`src/rtl/snn_pkg.sv`:
```
// Shared types and helpers for the spiking-neuron readout path.
// Holds the membrane bus width, detector state encoding and saturating increment.
package snn_pkg;

  localparam int DATA_W = 8;

  typedef enum logic {
    ARMED = 1'b0,
    FIRED = 1'b1
  } det_state_t;

  // Increment that sticks at 2^width-1; callers zero-extend into and truncate out of 32 bits.
  function automatic logic [31:0] sat_inc(input logic [31:0] val, input int unsigned width);
    logic [31:0] max_val;
    if (width >= 32) begin
      max_val = '1;
    end else begin
      max_val = (32'd1 << width) - 32'd1;
    end
    return (val >= max_val) ? max_val : val + 32'd1;
  endfunction

endpackage

```
`src/rtl/spike_detector.sv`:
```
// Threshold crossing detector with hysteresis re-arm on the membrane potential.
// detect is this cycle's crossing; spike_o is the same event one cycle later.
module spike_detector
  import snn_pkg::*;
#(
  parameter logic [DATA_W-1:0] THRESH = 8'd200,
  parameter logic [DATA_W-1:0] HYST   = 8'd32
) (
  input  logic              clk,
  input  logic              rst_n,
  input  logic              en,
  input  logic [DATA_W-1:0] v_mem,
  output logic              detect,
  output logic              spike_o,
  output det_state_t        state_o
);

  localparam logic [DATA_W-1:0] REARM = THRESH - HYST;

  det_state_t state, state_next;

  always_comb begin
    state_next = state;
    detect     = 1'b0;
    if (en) begin
      case (state)
        ARMED: begin
          if (v_mem >= THRESH) begin
            state_next = FIRED;
            detect     = 1'b1;
          end
        end
        FIRED: begin
          if (v_mem < REARM) begin
            state_next = ARMED;
          end
        end
        default: state_next = ARMED;
      endcase
    end
  end

  always_ff @(posedge clk or negedge rst_n) begin
    if (!rst_n) begin
      state   <= ARMED;
      spike_o <= 1'b0;
    end else begin
      state   <= state_next;
      spike_o <= detect;
    end
  end

  assign state_o = state;

endmodule

```
`src/rtl/spike_rate_monitor.sv`:
```
// Spike detection, windowed firing-rate count and inter-spike interval measurement
// for the QIF neuron membrane potential.
module spike_rate_monitor
  import snn_pkg::*;
#(
  parameter logic [DATA_W-1:0] THRESH = 8'd200,
  parameter logic [DATA_W-1:0] HYST   = 8'd32,
  parameter logic [23:0]       WINDOW = 24'd10_000_000,
  parameter int                CNT_W  = 8,
  parameter int                ISI_W  = 16
) (
  input  logic              clk,
  input  logic              rst_n,
  input  logic              en,
  input  logic [DATA_W-1:0] v_mem,
  output logic              spike_o,
  output logic [CNT_W-1:0]  rate_o,
  output logic              rate_valid_o,
  output logic [ISI_W-1:0]  isi_o,
  output logic              isi_valid_o
);

  localparam int WIN_W = (WINDOW > 24'd2) ? $clog2(WINDOW) : 1;
  localparam logic [WIN_W-1:0] WIN_LAST = WIN_W'(WINDOW - 24'd1);

  if (HYST > THRESH) begin : g_bad_hyst
    $error("spike_rate_monitor: HYST must not exceed THRESH");
  end
  if (WINDOW < 24'd2) begin : g_bad_window
    $error("spike_rate_monitor: WINDOW must be at least 2");
  end

  logic             detect;
  det_state_t       det_state;
  logic [WIN_W-1:0] win_cnt;
  logic [CNT_W-1:0] spike_cnt;
  logic [CNT_W-1:0] spike_cnt_inc;
  logic [ISI_W-1:0] isi_cnt;
  logic [ISI_W-1:0] isi_cnt_inc;
  logic             have_prev;
  logic             win_end;

  spike_detector #(
    .THRESH (THRESH),
    .HYST   (HYST)
  ) u_detector (
    .clk     (clk),
    .rst_n   (rst_n),
    .en      (en),
    .v_mem   (v_mem),
    .detect  (detect),
    .spike_o (spike_o),
    .state_o (det_state)
  );

  assign win_end       = en && (win_cnt == WIN_LAST);
  assign spike_cnt_inc = CNT_W'(sat_inc(32'(spike_cnt), CNT_W));
  assign isi_cnt_inc   = ISI_W'(sat_inc(32'(isi_cnt), ISI_W));

  // All three *_o pulses are single-cycle strobes with no backpressure: the value
  // bus (rate_o / isi_o) is stable from the strobe cycle until the next strobe.
  always_ff @(posedge clk or negedge rst_n) begin
    if (!rst_n) begin
      win_cnt      <= '0;
      spike_cnt    <= '0;
      isi_cnt      <= '0;
      have_prev    <= 1'b0;
      rate_o       <= '0;
      rate_valid_o <= 1'b0;
      isi_o        <= '0;
      isi_valid_o  <= 1'b0;
    end else begin
      rate_valid_o <= win_end;
      isi_valid_o  <= detect && have_prev;
      if (en) begin
        win_cnt <= win_end ? '0 : win_cnt + WIN_W'(1);
        // A detection on the closing cycle still belongs to the closing window.
        if (win_end) begin
          rate_o    <= detect ? spike_cnt_inc : spike_cnt;
          spike_cnt <= '0;
        end else if (detect) begin
          spike_cnt <= spike_cnt_inc;
        end
        if (detect) begin
          isi_cnt   <= '0;
          have_prev <= 1'b1;
          if (have_prev) begin
            isi_o <= isi_cnt_inc;
          end
        end else begin
          isi_cnt <= isi_cnt_inc;
        end
      end
    end
  end

  a_spike_single : assert property (@(posedge clk) disable iff (!rst_n) spike_o |=> !spike_o);
  a_spike_fired  : assert property (@(posedge clk) disable iff (!rst_n) spike_o |-> det_state == FIRED);

endmodule

```
`config.mk`:
```
export PLATFORM = sky130hd
export DESIGN_NAME = spike_rate_monitor
export DESIGN_NICKNAME = d
export VERILOG_FILES = /design/src/rtl/snn_pkg.sv /design/src/rtl/spike_detector.sv /design/src/rtl/spike_rate_monitor.sv
export SDC_FILE = /design/constraint.sdc
export NUM_CORES = 1
export LEC_CHECK = 0
export ABC_CLOCK_PERIOD_IN_PS = 1900
export BUFFER_PORTS_ARGS = -buffer_cell sky130_fd_sc_hd__buf_2
export CORE_MARGIN = 1.5
export CORE_UTILIZATION = 48
export CTS_CLUSTER_DIAMETER = 150
export DETAILED_ROUTE_END_ITERATION = 12
export MAX_ROUTING_LAYER = met4
export PLACE_DENSITY = 0.67
export RECOVER_POWER = 100
export REMOVE_ABC_BUFFERS = 1
export SLEW_MARGIN = 20
export SYNTH_ARGS = -nofsm -noshare
export SYNTH_HDL_FRONTEND = slang
export SYNTH_HIERARCHICAL = 1
export SYNTH_SLANG_ARGS = --single-unit
```
`constraint.sdc`:
```
create_clock -name clk -period 1.9 [get_ports clk]
set_input_delay 0.285 -clock clk [delete_from_list [all_inputs] [get_ports clk]]
set_output_delay 0.285 -clock clk [all_outputs]
set_load 0.03 [all_outputs]
```
# --- Word level (Yosys, flattened, before mapping) ---
# Index checks and enable logic that the tools add are counted.
totals:
  elab_cells: 35
  output_inout_bits: 27
  input_bits: 11
  regBits: 77
classes:
  bitwise: 1
  reduce_logical: 5
  mux: 11
  n_eq_ne: 1
  add_sub_neg: 3
  n_lt_le_gt_ge: 4
op_table:
  columns: ["cell", "n"]
  rows:
  - ["16-bit 2-to-1 mux", 2]
  - ["24-bit by 1-bit adder with 24-bit output, second input constant", 1]
  - ["24-bit == test, second input constant", 1]
  - ["24-bit 2-to-1 mux", 1]
  - ["8-bit 2-to-1 mux", 3]
  - ["16-bit by 1-bit adder with 16-bit output, second input constant", 1]
  - ["16-bit greater-or-equal comparator, second input constant", 1]
  - ["8-bit greater-or-equal comparator, second input constant", 2]
  - ["8-bit by 1-bit adder with 8-bit output, second input constant", 1]
  - ["8-bit less-than comparator, second input constant", 1]
  - ["1-bit 2-to-1 mux", 4]
  - ["2-bit AND reduction", 2]
  - ["3-bit AND reduction", 1]
  - ["1-bit logical AND", 2]
  - ["1-bit case mux with 2 select lines", 1]
  - ["1-bit NOT", 1]

# --- Logic depth before layout (Yosys ltp) ---
logic_depth:
  ltp_word: 6
  depth_mapped: 9
  depth_no_buf: 7

# --- By module ---
# Netlist, hierarchy kept.
modules_own_cells:
  columns: ["mod", "area_per_inst_um2", "cells_each", "n_inst", "seq_area_each_um2"]
  rows:
  - ["spike_rate_monitor", 3871.2, 391, 1, 1876.8]
  - ["spike_detector", 108.9, 12, 1, 50.0]

# --- Worst setup path after synthesis ---
# No wires, ideal clock.
synth_path:
  kind: "register to register"
  from: "register u_detector.state, in the netlist u_detector/state_o"
  to: "register spike_cnt[2]"
  t_arrival_ns: 1.709
  period_less_slack_ns: 1.787
  required_ns: 1.823
  path_buffers: 2
  setup_ns: 0.077
  setup_slack_ns: 0.113
  path_stages_with_launch: 9
  path_cell_list: "dfrtp_1 nor3_1 buf_4 and3_1 nand3_1 or2_0 clkbuf_1 a21o_1 a21oi_1"
synth_between:
  elab_chain_len: 4
synth_rtl:
  columns: ["element", "line_no", "source"]
  rows:
  - ["start: declaration", "spike_detector.sv:20", "det_state_t state, state_next;"]
  - ["start signal: assignment", "spike_detector.sv:48", "state <= state_next;"]
  - ["1-bit 2-to-1 mux", "spike_detector.sv:26", "case (state)"]
  - ["1-bit 2-to-1 mux", "spike_detector.sv:25", "if (en) begin"]
  - ["via detect", "spike_rate_monitor.sv:33", "logic detect;"]
  - ["8-bit 2-to-1 mux (2 in a row)", null, null]
  - ["end signal: assignment", "spike_rate_monitor.sv:82", "spike_cnt <= spike_cnt_inc;"]
  - ["end: declaration", "spike_rate_monitor.sv:36", "logic [CNT_W-1:0] spike_cnt;"]
# The timed path passes the listed nets, and every way through them passes these cells.
# A chain may end at the register's enable or synchronous reset.

# --- Worst setup path in the final report ---
layout_path:
  from: "register win_cnt[9]"
  to: "register rate_o[7]"
layout_between:
  elab_chain_len: 3
layout_rtl:
  columns: ["element", "line_no", "source"]
  rows:
  - ["start: declaration", "spike_rate_monitor.sv:35", "logic [WIN_W-1:0] win_cnt;"]
  - ["start signal: assignment", "spike_rate_monitor.sv:76", "win_cnt <= win_end ? '0 : win_cnt + WIN_W'(1);"]
  - ["24-bit == test", "spike_rate_monitor.sv:56", "assign win_end = en && (win_cnt == WIN_LAST);"]
  - ["1-bit logical AND", "spike_rate_monitor.sv:56", null]
  - ["2-bit AND reduction (no line)", null, null]
  - ["end signal: assignment", "spike_rate_monitor.sv:79", "rate_o <= detect ? spike_cnt_inc : spike_cnt;"]
  - ["end: declaration", "spike_rate_monitor.sv:17", "output logic [CNT_W-1:0] rate_o,"]
# No other way between the ends.

==> impl_metrics.prom <==
# TYPE chip_impl_metric gauge
chip_impl_metric{name="place.detailed.instances",unit=""} 554
chip_impl_metric{name="route.detailed.drc",unit=""} 0
chip_impl_metric{name="final-setup-viol-count",unit=""} 0
chip_impl_metric{name="finish.utilization",unit="%"} 56.3
chip_impl_metric{name="critical_path.max_stage_delay",unit="ps"} 470
chip_impl_metric{name="antenna_cells",unit=""} 0
chip_impl_metric{name="path_clk_slew",unit="ps"} 90
chip_impl_metric{name="worstPathArrival",unit="ps"} 2040
chip_impl_metric{name="synth.cell_area",unit="um2"} 3980
chip_impl_metric{name="grt_first_pass_wirelength",unit="um"} 14500
chip_impl_metric{name="cts_max_path_buffers",unit=""} 2
chip_impl_metric{name="finalWeightedCongestion",unit=""} 0.872
chip_impl_info{name="crit_path_top_delay_cell",value="dfrtp_1"} 1
chip_impl_metric{name="number_of_sinks_on_the_clock_net",unit=""} 77
chip_impl_metric{name="synth-compound-area-share",unit="%"} 15.4
chip_impl_info{name="path_class",value="register to register"} 1
chip_impl_metric{name="worst_hold_path.num_cells",unit=""} 2
chip_impl_metric{name="layout_min_cycle_time",unit="ps"} 1800
chip_impl_metric{name="clock_skew",unit="ps"} 8.95
chip_impl_metric{name="yosys.area.top_type_share",unit="%"} 48.4
chip_impl_metric{name="design.final.nets",unit=""} 478
chip_impl_info{name="run_status",value="complete, no violations"} 1
chip_impl_info{name="dominant_combinational_cell_family_by_area_after_synthesis",value="simple AND/OR/NAND/NOR gates"} 1
chip_impl_info{name="yosys_most_used_dff",value="dfrtp_1"} 1
chip_impl_metric{name="synth_async_sr_flop_share",unit="%"} 100
chip_impl_metric{name="synth_sequential_area_ratio",unit="%"} 48.4
chip_impl_metric{name="grt_pass1_vias",unit=""} 3038
chip_impl_metric{name="crit_fanout",unit=""} 9
chip_impl_info{name="holdCritPathClass",value="input pin to register"} 1
chip_impl_metric{name="crit_cells",unit=""} 5
chip_impl_metric{name="finalWorstSetupSlack",unit="ps"} 97.6
chip_impl_metric{name="largest_net_degree_at_the_start_of_global_routing",unit=""} 63
chip_impl_metric{name="worst-endpoint-required",unit="ps"} 2140
chip_impl_metric{name="p_leak",unit="nW"} 2.03
chip_impl_metric{name="post_synth_inst_count",unit=""} 403
chip_impl_metric{name="p_per_area",unit="nW/um2"} 931
chip_impl_metric{name="placement.io_buffers",unit=""} 34
chip_impl_metric{name="dieWidth",unit="um"} 94.1
chip_impl_metric{name="number_of_antenna_violations_at_the_first_check_in_global_routing",unit=""} 0
chip_impl_info{name="final_common_cell",value="dfrtp_1"} 1
chip_impl_metric{name="finalWirelength",unit="um"} 8570
chip_impl_metric{name="tightestPinTransition",unit="ps"} 1010
chip_impl_metric{name="grt_usage",unit="%"} 21.6
chip_impl_metric{name="cts-buffers-inserted",unit=""} 9
chip_impl_info{name="mostFrequentLayoutCells",value="dfrtp_1, nand2_1, clkbuf_1"} 1
chip_impl_metric{name="post_synth_xor_xnor_area",unit="%"} 6.60
chip_impl_metric{name="design.die.area",unit="um2"} 8850
chip_impl_metric{name="synthesis.yosys.warnings",unit=""} 6
chip_impl_metric{name="slew_headroom",unit="%"} 32.9
chip_impl_metric{name="gr-total-overflow",unit=""} 0
chip_impl_metric{name="power.ir.vdd_worst",unit="V"} 0.000425
chip_impl_info{name="critPathLaunchType",value="register"} 1
chip_impl_metric{name="drt-vias-per-instance",unit=""} 5.68
chip_impl_metric{name="drt_first_iter_violations",unit=""} 185
chip_impl_metric{name="clk-insertion-delay-late",unit="ps"} 350
chip_impl_info{name="cts_root_buffer",value="clkbuf_8"} 1
chip_impl_info{name="crit_path_cell_trace",value="nor4b_1 > nand4_1 > nor4_4 > buf_6 > mux2_2"} 1
chip_impl_metric{name="final_cell_count_no_fill",unit=""} 574
chip_impl_metric{name="reg2reg_depth",unit=""} 5
chip_impl_metric{name="synth.mux.area_fraction",unit="%"} 0.817
chip_impl_metric{name="die_height",unit="um"} 94.1
chip_impl_info{name="cts_tree",value="yes"} 1
chip_impl_metric{name="setup-tns-final",unit="ps"} 0
chip_impl_metric{name="area_growth",unit="%"} 15.2
chip_impl_metric{name="post-route-period-util",unit="%"} 94.9
chip_impl_metric{name="routed-via-count",unit=""} 3260
chip_impl_metric{name="max_cap_viol_count",unit=""} 0
chip_impl_info{name="grt_setup_unrepaired",value="no"} 1
chip_impl_metric{name="detail-route-antenna-nets",unit=""} 0
chip_impl_metric{name="place_ws",unit="ps"} 56.3
chip_impl_metric{name="postSynthRegisterBits",unit=""} 77
chip_impl_info{name="worstSetupEndpointType",value="register"} 1
chip_impl_metric{name="num_rows",unit=""} 33
chip_impl_metric{name="cts.htree.levels",unit=""} 3
chip_impl_metric{name="timing.critical_path.buf_inv",unit=""} 1
chip_impl_info{name="synthTopCellsByArea",value="dfrtp_1, xnor2_1, a21oi_1, nand2_1, nor2_1"} 1
chip_impl_metric{name="initial_core_util",unit="%"} 48.9
chip_impl_metric{name="synth_area_per_cell",unit="um2"} 9.88
chip_impl_metric{name="synthDistinctLibCells",unit=""} 59
chip_impl_metric{name="synth_enable_flop_cells",unit=""} 0
chip_impl_metric{name="final_layout_size_suffix_gt1_share",unit="%"} 17.5
chip_impl_metric{name="floorplan.io_pins",unit=""} 38
chip_impl_metric{name="max_clock_freq",unit="MHz"} 555
chip_impl_info{name="synth_top_cell_by_area",value="dfrtp_1"} 1
chip_impl_metric{name="final_hold_viol_count",unit=""} 0
chip_impl_metric{name="route.detailed.wl_per_inst",unit="um"} 14.9
chip_impl_info{name="crit_family",value="simple AND/OR/NAND/NOR gates"} 1
chip_impl_metric{name="coreArea",unit="um2"} 8130
chip_impl_metric{name="dpl.hpwl",unit="um"} 6030
chip_impl_metric{name="final_max_slew_viols",unit=""} 0
chip_impl_metric{name="dr.pass1.iters",unit=""} 4
chip_impl_metric{name="post_synth_and_or_nand_nor_area_fraction",unit="%"} 24.1
chip_impl_metric{name="synth-adder-area-share",unit="%"} 0.943
==> sequential cells by signal, summed over array words and instances, names as in the netlist <==
signal              count
rate_o                  8
win_cnt                24
isi_cnt                16
isi_o                  16
rate_valid_o            1
u_detector/spike_o      1
have_prev               1
u_detector/state_o      1
isi_valid_o             1
spike_cnt               8
==> cells by family after synthesis <==
group | count (synthesis)
xor+xnor | 30
simple gates | 159
buf+inv | 29
compound gates | 102
fa+ha+maj | 3
flops | 77
mux | 3
==> cell usage after synthesis (all sizes together) (2+ instances only) <==
master and number:
dfrtp 77, buf 11, a31o 3, nor2b 2
ha 3, xor2 6, and2 6, nor2 37
xnor2 24, nor4 5, nand3 18, o21ai 26
a31oi 18, a311oi 3, inv 7, a21oi 33
clkbuf 11, mux2 2, o211ai 3, nand2 42
a21o 4, nor4b 4, o21a 5, and4 8
and3 10, nor3 9, nand4 14
==> where the power goes <==
| group | switching [mW] | leakage [nW] | internal (mW) |
|---|---|---|---|
| sequential | 0.233 | 1.02 | 1.89 |
| clock | 0.663 | 0.0829 | 0.489 |
| combinational | 0.640 | 0.921 | 0.354 |
| total | 1.54 | 2.03 | 2.73 |
==> area by class of cell <==
type	instances	area, um2
fillers	711	3550
flip-flops and latches	77	1930
multi-input cells	297	1910
repair buffers	72	408
well taps	105	131
clock buffers	9	124
clock inverters	7	57.6
inverters	7	26.3
==> per-stage QoR <==
step / cell area (um2) / hold slack [ps] / power, mW
final: 4580 / 161 / 4.27
after detailed placement: 4450 / 173 / 3.18
after floorplan: 3860 / -10.6 / 2.79
after global routing: 4580 / 160 / 4.53
after CTS: 4640 / 139 / 4.35
after global placement: 4450 / 171 / 3.15
==> path summary, 6_finish.rpt <==
check	to	startpoint	slack, ps
max reg2reg	rate_o[7]	win_cnt[9]	100
max in group asynchronous	isi_cnt[1]	rst_n	440
max	rate_o[7]	win_cnt[9]	100
min in group asynchronous	isi_o[7]	rst_n	620
min reg2reg	rate_o[6]	rate_o[6]	470
min	u_detector/state_o	v_mem[5]	160
==> metal layers <==
layer | share of wire, % | wire, um | GRT usage, %
met1 | 47 | 4020 | 28.7
met2 | 48 | 4080 | 32.8
met3 | 4.2 | 356 | 4.61
met4 | 1.2 | 107 | 7.71
met5 | 0 | 0 | -
==> repair_timing <==
item | in CTS | in global routing
setup endpoints to repair | 0 | 7
hold endpoints to repair | 15 | 0
gates resized for setup | 0 | 4
hold buffers | 1 | 0
buffers inserted | 0 | 3
Power figures use the tool's default switching activity.
